===== config.mk =====
export PLATFORM = sky130hd
export DESIGN_NAME = image_blend_stream_flat
export DESIGN_NICKNAME = d
export VERILOG_FILES = /design/src/rtl/blend_pkg.sv /design/src/rtl/image_blend_stream_if.sv /design/src/rtl/blend_lane.sv /design/src/rtl/image_blend_stream.sv /design/src/flat_wrapper.sv
export SDC_FILE = /design/constraint.sdc
export NUM_CORES = 1
export LEC_CHECK = 0
export CAP_MARGIN = 20
export CELL_PAD_IN_SITES_DETAIL_PLACEMENT = 1
export CELL_PAD_IN_SITES_GLOBAL_PLACEMENT = 1
export CORE_MARGIN = 2
export CORE_UTILIZATION = 30
export DETAILED_ROUTE_END_ITERATION = 12
export HOLD_SLACK_MARGIN = 0.12
export PLACE_DENSITY_LB_ADDON = 0.1
export SYNTH_ARGS = -nofsm -noshare
export SYNTH_HDL_FRONTEND = slang
export SYNTH_SLANG_ARGS = --single-unit

===== constraint.sdc =====
create_clock -name clk -period 6.7 [get_ports clk]
set_input_delay 1.34 -clock clk [delete_from_list [all_inputs] [get_ports clk]]
set_output_delay 1.34 -clock clk [all_outputs]
set_load 0.05 [all_outputs]

===== src/rtl/blend_pkg.sv =====
// Shared definitions for the two-image alpha blender: mode encodings,
// reset configuration and the lane product width.
package blend_pkg;

    localparam logic BLEND_MODE_INDEP = 1'b0;
    localparam logic BLEND_MODE_COMPL = 1'b1;

    // Reset configuration is a complementary 50/50 blend.
    localparam logic BLEND_RST_MODE = BLEND_MODE_COMPL;

    // Reset weight: one half of full scale (2^(w_w-1)).
    function automatic int unsigned blend_rst_weight(input int unsigned w_w);
        return 32'd1 << (w_w - 32'd1);
    endfunction

    // Full-precision pixel * (W_W+1)-bit weight product width.
    function automatic int unsigned blend_prod_w(input int unsigned data_w, input int unsigned w_w);
        return data_w + w_w + 32'd1;
    endfunction

endpackage


===== src/rtl/image_blend_stream_if.sv =====
// Pixel-pair input stream and blended output stream of image_blend_stream.
interface image_blend_stream_if #(
    parameter int unsigned DATA_W = 8
) ();
    logic              s_valid;
    logic              s_ready;
    logic [DATA_W-1:0] s_pix_a;
    logic [DATA_W-1:0] s_pix_b;
    logic              m_valid;
    logic              m_ready;
    logic [DATA_W-1:0] m_data;
    logic              m_last;

    // The blender is the slave of the pixel-pair stream and drives the output.
    modport slave (
        input  s_valid, s_pix_a, s_pix_b, m_ready,
        output s_ready, m_valid, m_data, m_last
    );

    modport master (
        output s_valid, s_pix_a, s_pix_b, m_ready,
        input  s_ready, m_valid, m_data, m_last
    );
endinterface


===== src/rtl/blend_lane.sv =====
// One blend lane: registers (pix * w) >> W_W when enabled. The multiplier
// expression is isolated here so an approximate multiplier can replace it.
module blend_lane
    import blend_pkg::*;
#(
    parameter int unsigned DATA_W = 8,
    parameter int unsigned W_W    = 8
) (
    input  logic              clk,
    input  logic              rst,
    input  logic              en,
    input  logic [DATA_W-1:0] pix,
    input  logic [W_W:0]      w,
    output logic [DATA_W-1:0] prod
);
    localparam int unsigned PROD_W = blend_prod_w(DATA_W, W_W);

    logic [PROD_W-1:0] full_c;

    assign full_c = PROD_W'(pix) * PROD_W'(w);

    always_ff @(posedge clk) begin
        if (rst) begin
            prod <= '0;
        end else if (en) begin
            prod <= DATA_W'(full_c >> W_W);
        end
    end
endmodule


===== src/rtl/image_blend_stream.sv =====
// Streaming two-image alpha blender with per-frame weight commit and backpressure.
// Define BLEND_SATURATE_EN to clamp overflowing sums instead of wrapping them.
module image_blend_stream
    import blend_pkg::*;
#(
    parameter int unsigned DATA_W       = 8,
    parameter int unsigned W_W          = 8,
    parameter int unsigned FRAME_PIXELS = 90000
) (
    input  logic                  clk,
    input  logic                  rst,
    input  logic                  cfg_load,
    input  logic                  cfg_mode,
    input  logic [W_W-1:0]        cfg_wa,
    input  logic [W_W-1:0]        cfg_wb,
    image_blend_stream_if.slave   bus,
    output logic                  frame_done
);
    localparam int unsigned      WA_W     = W_W + 1;
    localparam int unsigned      CNT_W    = $clog2(FRAME_PIXELS);
    localparam logic [CNT_W-1:0] CNT_LAST = CNT_W'(FRAME_PIXELS - 1);
    localparam logic [WA_W-1:0]  W_ONE    = WA_W'(1) << W_W;
    localparam logic [W_W-1:0]   W_RST    = W_W'(blend_rst_weight(W_W));

    logic             sh_mode;
    logic [W_W-1:0]   sh_wa;
    logic [W_W-1:0]   sh_wb;
    logic [WA_W-1:0]  act_wa;
    logic [WA_W-1:0]  act_wb;
    logic [CNT_W-1:0] in_cnt;
    logic [CNT_W-1:0] out_cnt;
    logic             v1;
    logic             v2;
    logic [DATA_W-1:0] data2;

    logic              adv;
    logic              in_acc;
    logic              out_acc;
    logic              frame_start;
    logic [WA_W-1:0]   cmt_wa;
    logic [WA_W-1:0]   cmt_wb;
    logic [WA_W-1:0]   eff_wa;
    logic [WA_W-1:0]   eff_wb;
    logic [DATA_W-1:0] prod_a;
    logic [DATA_W-1:0] prod_b;
    logic [DATA_W-1:0] sum_c;

    // Handshake and weight selection; pixel 0 of a frame uses the weights it commits.
    always_comb begin
        adv         = !v2 || bus.m_ready;
        in_acc      = bus.s_valid && adv;
        out_acc     = v2 && bus.m_ready;
        frame_start = (in_cnt == '0);
        cmt_wa      = {1'b0, sh_wa};
        cmt_wb      = (sh_mode == BLEND_MODE_INDEP) ? {1'b0, sh_wb} : W_ONE - cmt_wa;
        eff_wa      = frame_start ? cmt_wa : act_wa;
        eff_wb      = frame_start ? cmt_wb : act_wb;
    end

    // Shadow config is always writable; active weights change only at frame start.
    always_ff @(posedge clk) begin
        if (rst) begin
            sh_mode <= BLEND_RST_MODE;
            sh_wa   <= W_RST;
            sh_wb   <= W_RST;
            act_wa  <= {1'b0, W_RST};
            act_wb  <= {1'b0, W_RST};
        end else begin
            if (in_acc && frame_start) begin
                act_wa <= cmt_wa;
                act_wb <= cmt_wb;
            end
            if (cfg_load) begin
                sh_mode <= cfg_mode;
                sh_wa   <= cfg_wa;
                sh_wb   <= cfg_wb;
            end
        end
    end

    blend_lane #(.DATA_W(DATA_W), .W_W(W_W)) u_lane_a (
        .clk  (clk),
        .rst  (rst),
        .en   (in_acc),
        .pix  (bus.s_pix_a),
        .w    (eff_wa),
        .prod (prod_a)
    );

    blend_lane #(.DATA_W(DATA_W), .W_W(W_W)) u_lane_b (
        .clk  (clk),
        .rst  (rst),
        .en   (in_acc),
        .pix  (bus.s_pix_b),
        .w    (eff_wb),
        .prod (prod_b)
    );

`ifdef BLEND_SATURATE_EN
    logic [DATA_W:0] sum_wide_c;
    assign sum_wide_c = {1'b0, prod_a} + {1'b0, prod_b};
    assign sum_c      = sum_wide_c[DATA_W] ? '1 : sum_wide_c[DATA_W-1:0];
`else
    assign sum_c = prod_a + prod_b;
`endif

    // Pipeline valids and the output data register; everything freezes while stalled.
    always_ff @(posedge clk) begin
        if (rst) begin
            v1    <= 1'b0;
            v2    <= 1'b0;
            data2 <= '0;
        end else if (adv) begin
            v1 <= in_acc;
            v2 <= v1;
            if (v1) begin
                data2 <= sum_c;
            end
        end
    end

    // Frame position counters on both sides of the pipeline.
    always_ff @(posedge clk) begin
        if (rst) begin
            in_cnt     <= '0;
            out_cnt    <= '0;
            frame_done <= 1'b0;
        end else begin
            if (in_acc) begin
                in_cnt <= (in_cnt == CNT_LAST) ? '0 : in_cnt + CNT_W'(1);
            end
            if (out_acc) begin
                out_cnt <= (out_cnt == CNT_LAST) ? '0 : out_cnt + CNT_W'(1);
            end
            frame_done <= out_acc && (out_cnt == CNT_LAST);
        end
    end

    assign bus.s_ready = adv;
    assign bus.m_valid = v2;
    assign bus.m_data  = data2;
    assign bus.m_last  = v2 && (out_cnt == CNT_LAST);
endmodule


===== src/flat_wrapper.sv =====
// flat-port wrapper written by rule: the top's interface ports become plain ports
module image_blend_stream_flat import blend_pkg::*;
#(
    parameter int unsigned DATA_W       = 8,
    parameter int unsigned W_W          = 8,
    parameter int unsigned FRAME_PIXELS = 90000
)
  (clk, rst, cfg_load, cfg_mode, cfg_wa, cfg_wb, frame_done, bus_s_valid, bus_s_pix_a, bus_s_pix_b, bus_m_ready, bus_s_ready, bus_m_valid, bus_m_data, bus_m_last);
  image_blend_stream_if #(.DATA_W(DATA_W)) bus_i ();
  input  logic clk;
  input  logic rst;
  input  logic cfg_load;
  input  logic cfg_mode;
  input  logic [W_W-1:0] cfg_wa;
  input  logic [W_W-1:0] cfg_wb;
  output logic frame_done;
  input wire logic [$bits(bus_i.s_valid)-1:0] bus_s_valid;
  input wire logic [$bits(bus_i.s_pix_a)-1:0] bus_s_pix_a;
  input wire logic [$bits(bus_i.s_pix_b)-1:0] bus_s_pix_b;
  input wire logic [$bits(bus_i.m_ready)-1:0] bus_m_ready;
  output wire logic [$bits(bus_i.s_ready)-1:0] bus_s_ready;
  output wire logic [$bits(bus_i.m_valid)-1:0] bus_m_valid;
  output wire logic [$bits(bus_i.m_data)-1:0] bus_m_data;
  output wire logic [$bits(bus_i.m_last)-1:0] bus_m_last;
  assign bus_i.s_valid = bus_s_valid;
  assign bus_i.s_pix_a = bus_s_pix_a;
  assign bus_i.s_pix_b = bus_s_pix_b;
  assign bus_i.m_ready = bus_m_ready;
  assign bus_s_ready = bus_i.s_ready;
  assign bus_m_valid = bus_i.m_valid;
  assign bus_m_data = bus_i.m_data;
  assign bus_m_last = bus_i.m_last;
  image_blend_stream #(.DATA_W(DATA_W), .W_W(W_W), .FRAME_PIXELS(FRAME_PIXELS)) u_core (.clk(clk), .rst(rst), .cfg_load(cfg_load), .cfg_mode(cfg_mode), .cfg_wa(cfg_wa), .cfg_wb(cfg_wb), .bus(bus_i), .frame_done(frame_done));
endmodule

==> flow_metrics.py, run 1 <==
metrics = {
    "pwr": {
        "p_leak_nw": 4.31,
        "finalPower_mw": 2.51,
        "vdd_ir_drop_max_v": 0.000131,
        "powerDensity_nw_per_um2": 255,
    },
    "global_routing": {
        "grt_pass1_wl_um": 36500,
        "grt_max_degree": 48,
        "grt_pass1_vias": 6824,
        "grt_antenna_before_repair": 0,
        "grt_util_all_layers_pct": 15.8,
        "overflow": 0,
    },
    "placed_design": {
        "globalplace.congestion": 0.788,
        "placed_cell_area_sq_um": 9510,
        "dp_hpwl_um": 17900,
        "placed_cells": 1396,
        "post-place-ws_ps": 318,
        "io_buffers": 49,
    },
    "synthesis": {
        "yosys_warnings": 0,
        "async_flop_share_pct": 0,
        "synth_fp_nets": 1165,
        "ys.flop_type": "dfxtp_1",
        "avgSynthCellArea_sq_um": 8.69,
        "synth_cells": 975,
        "synth_top_family_by_area": "adder cells",
        "ys_seq_area_share_pct": 22.5,
        "synth_edf_count": 0,
        "synth_top_cell_by_area": "dfxtp_1",
        "synth_compound_area_share_pct": 7.82,
        "syn_area_sq_um": 8470,
        "yosys-mux-area-fraction_pct": 4.23,
        "synthSimpleGateAreaFrac_pct": 24.8,
        "yosys_register_bits": 95,
        "synth_xor_area_share_pct": 5.17,
        "ys_types": 63,
        "synth_top_area_share_pct": 22.5,
        "synth_area_leaders": "dfxtp_1 22%, fa_1 18%, ha_1 11%",
        "synth-adder-area-share_pct": 29.2,
    },
    "worst_hold_path": {
        "hold_path_class": "flip-flop to flip-flop",
        "min_path_cells": 2,
    },
    "layout": {
        "final_nets": 1220,
        "postLayoutCellArea_sq_um": 9840,
        "area_growth_syn_to_layout_pct": 16.1,
        "drive_above_1_share_pct": 5.80,
        "finalNonFillerCells": 1413,
        "nFillCells": 3346,
        "final_core_util_pct": 35.4,
        "antenna_cells": 0,
    },
    "sta": {
        "min_period_over_period_pct": 92.3,
        "hold_slack_ps": 460,
        "fin_ws_ps": 516,
        "fmax_ghz": 0.162,
        "finalCriticalPeriod_ps": 6180,
        "setup_viol": 0,
        "hold_viol": 0,
        "fin_tns_setup_ps": 0,
        "max-slew-margin-rel_pct": 34.5,
        "tightest_slew_ps": 979,
        "final_max_slew_viol_count": 0,
        "rsz0062_at_grt": "false",
        "finClkSkew_ps": 13.2,
    },
    "clock_network": {
        "cts-root-buf": "clkbuf_16",
        "cts_resized": 0,
        "cts_hold_buf": 0,
        "postCtsSetupBuffers": 0,
        "cts-buffers-inserted": 9,
        "clk_pin_slew_ps": 70,
        "htree_levels": 3,
        "clockBufferDepth": 2,
        "cts_tree": "built",
        "cts_sinks": 95,
        "clk_latency_ps": 360,
    },
    "worst_setup_path": {
        "cp.arrival_ps": 6420,
        "path_max_fanout": 8,
        "worstPathRequired_ps": 6930,
        "critPathKind": "flip-flop to flip-flop",
        "start_kind": "flip-flop",
        "r2r_slack_ps": 520,
        "critPathCaptureType": "flip-flop",
        "reg2regPathDepth": 20,
    },
    "job": {
        "maxCapViolCount": 0,
    },
    "detailed_routing": {
        "wl_per_cell_um": 15.6,
        "drc": 0,
        "drt-initial-drc-count": 198,
        "finalWirelength_um": 22100,
        "ant_nets": 0,
        "dr.pass1.iters": 4,
        "viasPerCell": 4.67,
        "vias": 6597,
    },
    "die": {
        "die_h_um": 172,
        "start_util_pct": 30.5,
        "die_area_sq_um": 29600,
        "die_x_um": 172,
        "io_pins": 50,
        "core_sq_um": 27800,
        "num_rows": 61,
    },
    "status": {
        "outcome": "finished, final reports clean",
    },
}
[Yosys cell counts (22+ instances only)]
master	number
a21oi_1	37
nand2b_1	22
fa_1	76
inv_1	114
mux2i_1	32
nand2_1	89
nor2b_1	87
xor2_1	30
nor2_1	81
clkbuf_1	22
ha_1	76
dfxtp_1	95
nand3_1	24
[area by class of cell]
class,count,area [sq um],area share (%)
Clock buffer,9,225,2.29
Clock inverter,7,77.6,0.789
Inverter,114,428,4.35
Multi-Input combinational cell,738,6050,61.5
Sequential cell,95,1900,19.3
Tap cell,378,473,4.81
Timing Repair Buffer,72,678,6.89
[power breakdown]
part / switching (mW) / internal [mW] / total (mW) / leakage, nW
clock network: 0.258 / 0.264 / 0.523 / 0.144
logic: 0.773 / 0.564 / 1.34 / 3.40
registers: 0.0363 / 0.611 / 0.648 / 0.775
total: 1.07 / 1.44 / 2.51 / 4.31
[layer usage]
metal | vias up | routed length, um | global-route usage [%]
met5 | - | 0 | 0
met4 | 0 | 228 | 3.32
met3 | 14 | 431 | 1.95
met2 | 52 | 10200 | 25.9
met1 | 3219 | 11200 | 22.4
li1 | 3312 | - | -
[logic make-up (layout without fill, tap and decap cells)]
group           after synthesis  after routing
compound gates              102            102
xor+xnor                     50             50
flops                        95             95
simple gates                399            399
fa+ha+maj                   152            152
buf+inv                     142            202
mux                          35             35
[critical path: stages, from the launching register on]
cell and delay, ps:
dfxtp_1 340, inv_1 70, ha_1 190, nor4b_1 410
nand4_2 160, buf_4 200, o21ai_1 650, nand2_1 180
fa_1 540, fa_1 530, fa_1 540, inv_1 60
fa_1 480, ha_1 350, a21oi_1 100, nand2b_1 160
nor2b_1 140, nor2b_1 140, o31ai_1 470, and2_1 250
o211ai_2 90
[worst paths after layout]
check                                     start                              endpoint
setup / recovery  u_core.in_cnt[0]$_SDFFE_PP0P_  u_core.u_lane_b.prod[7]$_SDFFE_PP0P_
hold / removal    u_core.act_wa[6]$_SDFFE_PP0P_         u_core.act_wa[6]$_SDFFE_PP0P_
setup reg to reg  u_core.in_cnt[0]$_SDFFE_PP0P_  u_core.u_lane_b.prod[7]$_SDFFE_PP0P_
hold reg to reg   u_core.act_wa[6]$_SDFFE_PP0P_         u_core.act_wa[6]$_SDFFE_PP0P_
[registers in the layout, summed over array words and instances, names as in the netlist]
signal,count
u_core.u_lane_a.prod,8
u_core.sh_wa,8
u_core.out_cnt,17
u_core.v1,1
u_core.bus.m_data,8
u_core.sh_mode,1
u_core.act_wa,8
u_core.frame_done,1
u_core.bus.m_valid,1
u_core.u_lane_b.prod,8
u_core.in_cnt,17
u_core.act_wb,9
u_core.sh_wb,8
[layout by cell type (no fill, tap or decap), types with 2 or more instances in the layout]
cell type / instances
dfxtp_1: 95
and4_1: 2
ha_1: 76
a21o_1: 3
o311ai_0: 3
xnor2_1: 20
o21a_1: 3
nand3b_1: 3
nand3_1: 24
a211oi_1: 9
and2_1: 21
inv_6: 2
a31oi_1: 3
or3_1: 5
or2_2: 2
nor4_1: 7
clkbuf_16: 9
mux2_2: 2
nor3_1: 18
o21ai_1: 3
nand4_1: 11
buf_4: 22
nor2b_1: 87
and2b_1: 5
o211ai_1: 3
and3_1: 7
nand2b_1: 22
o31ai_1: 5
or4_1: 2
fa_1: 76
o21ai_0: 18
mux2i_1: 32
a21oi_1: 37
nor2_1: 81
nand2_1: 89
xor2_1: 30
a2111oi_0: 2
clkinv_8: 2
clkdlybuf4s50_1: 48
inv_1: 114
No activity file was read; power rests on OpenSTA's default activity.
==> run 2, diff against run 1 <==
Settings changed: CTS_CLUSTER_DIAMETER set to 120.
==> results of run 2 <==
Final layout, timing and power as in run 1 (identical DEF).
==> run 3, diff against run 2 <==
Settings changed: TNS_END_PERCENT set to 1.
==> results of run 3 <==
Final layout, timing and power as in run 1 (identical DEF).
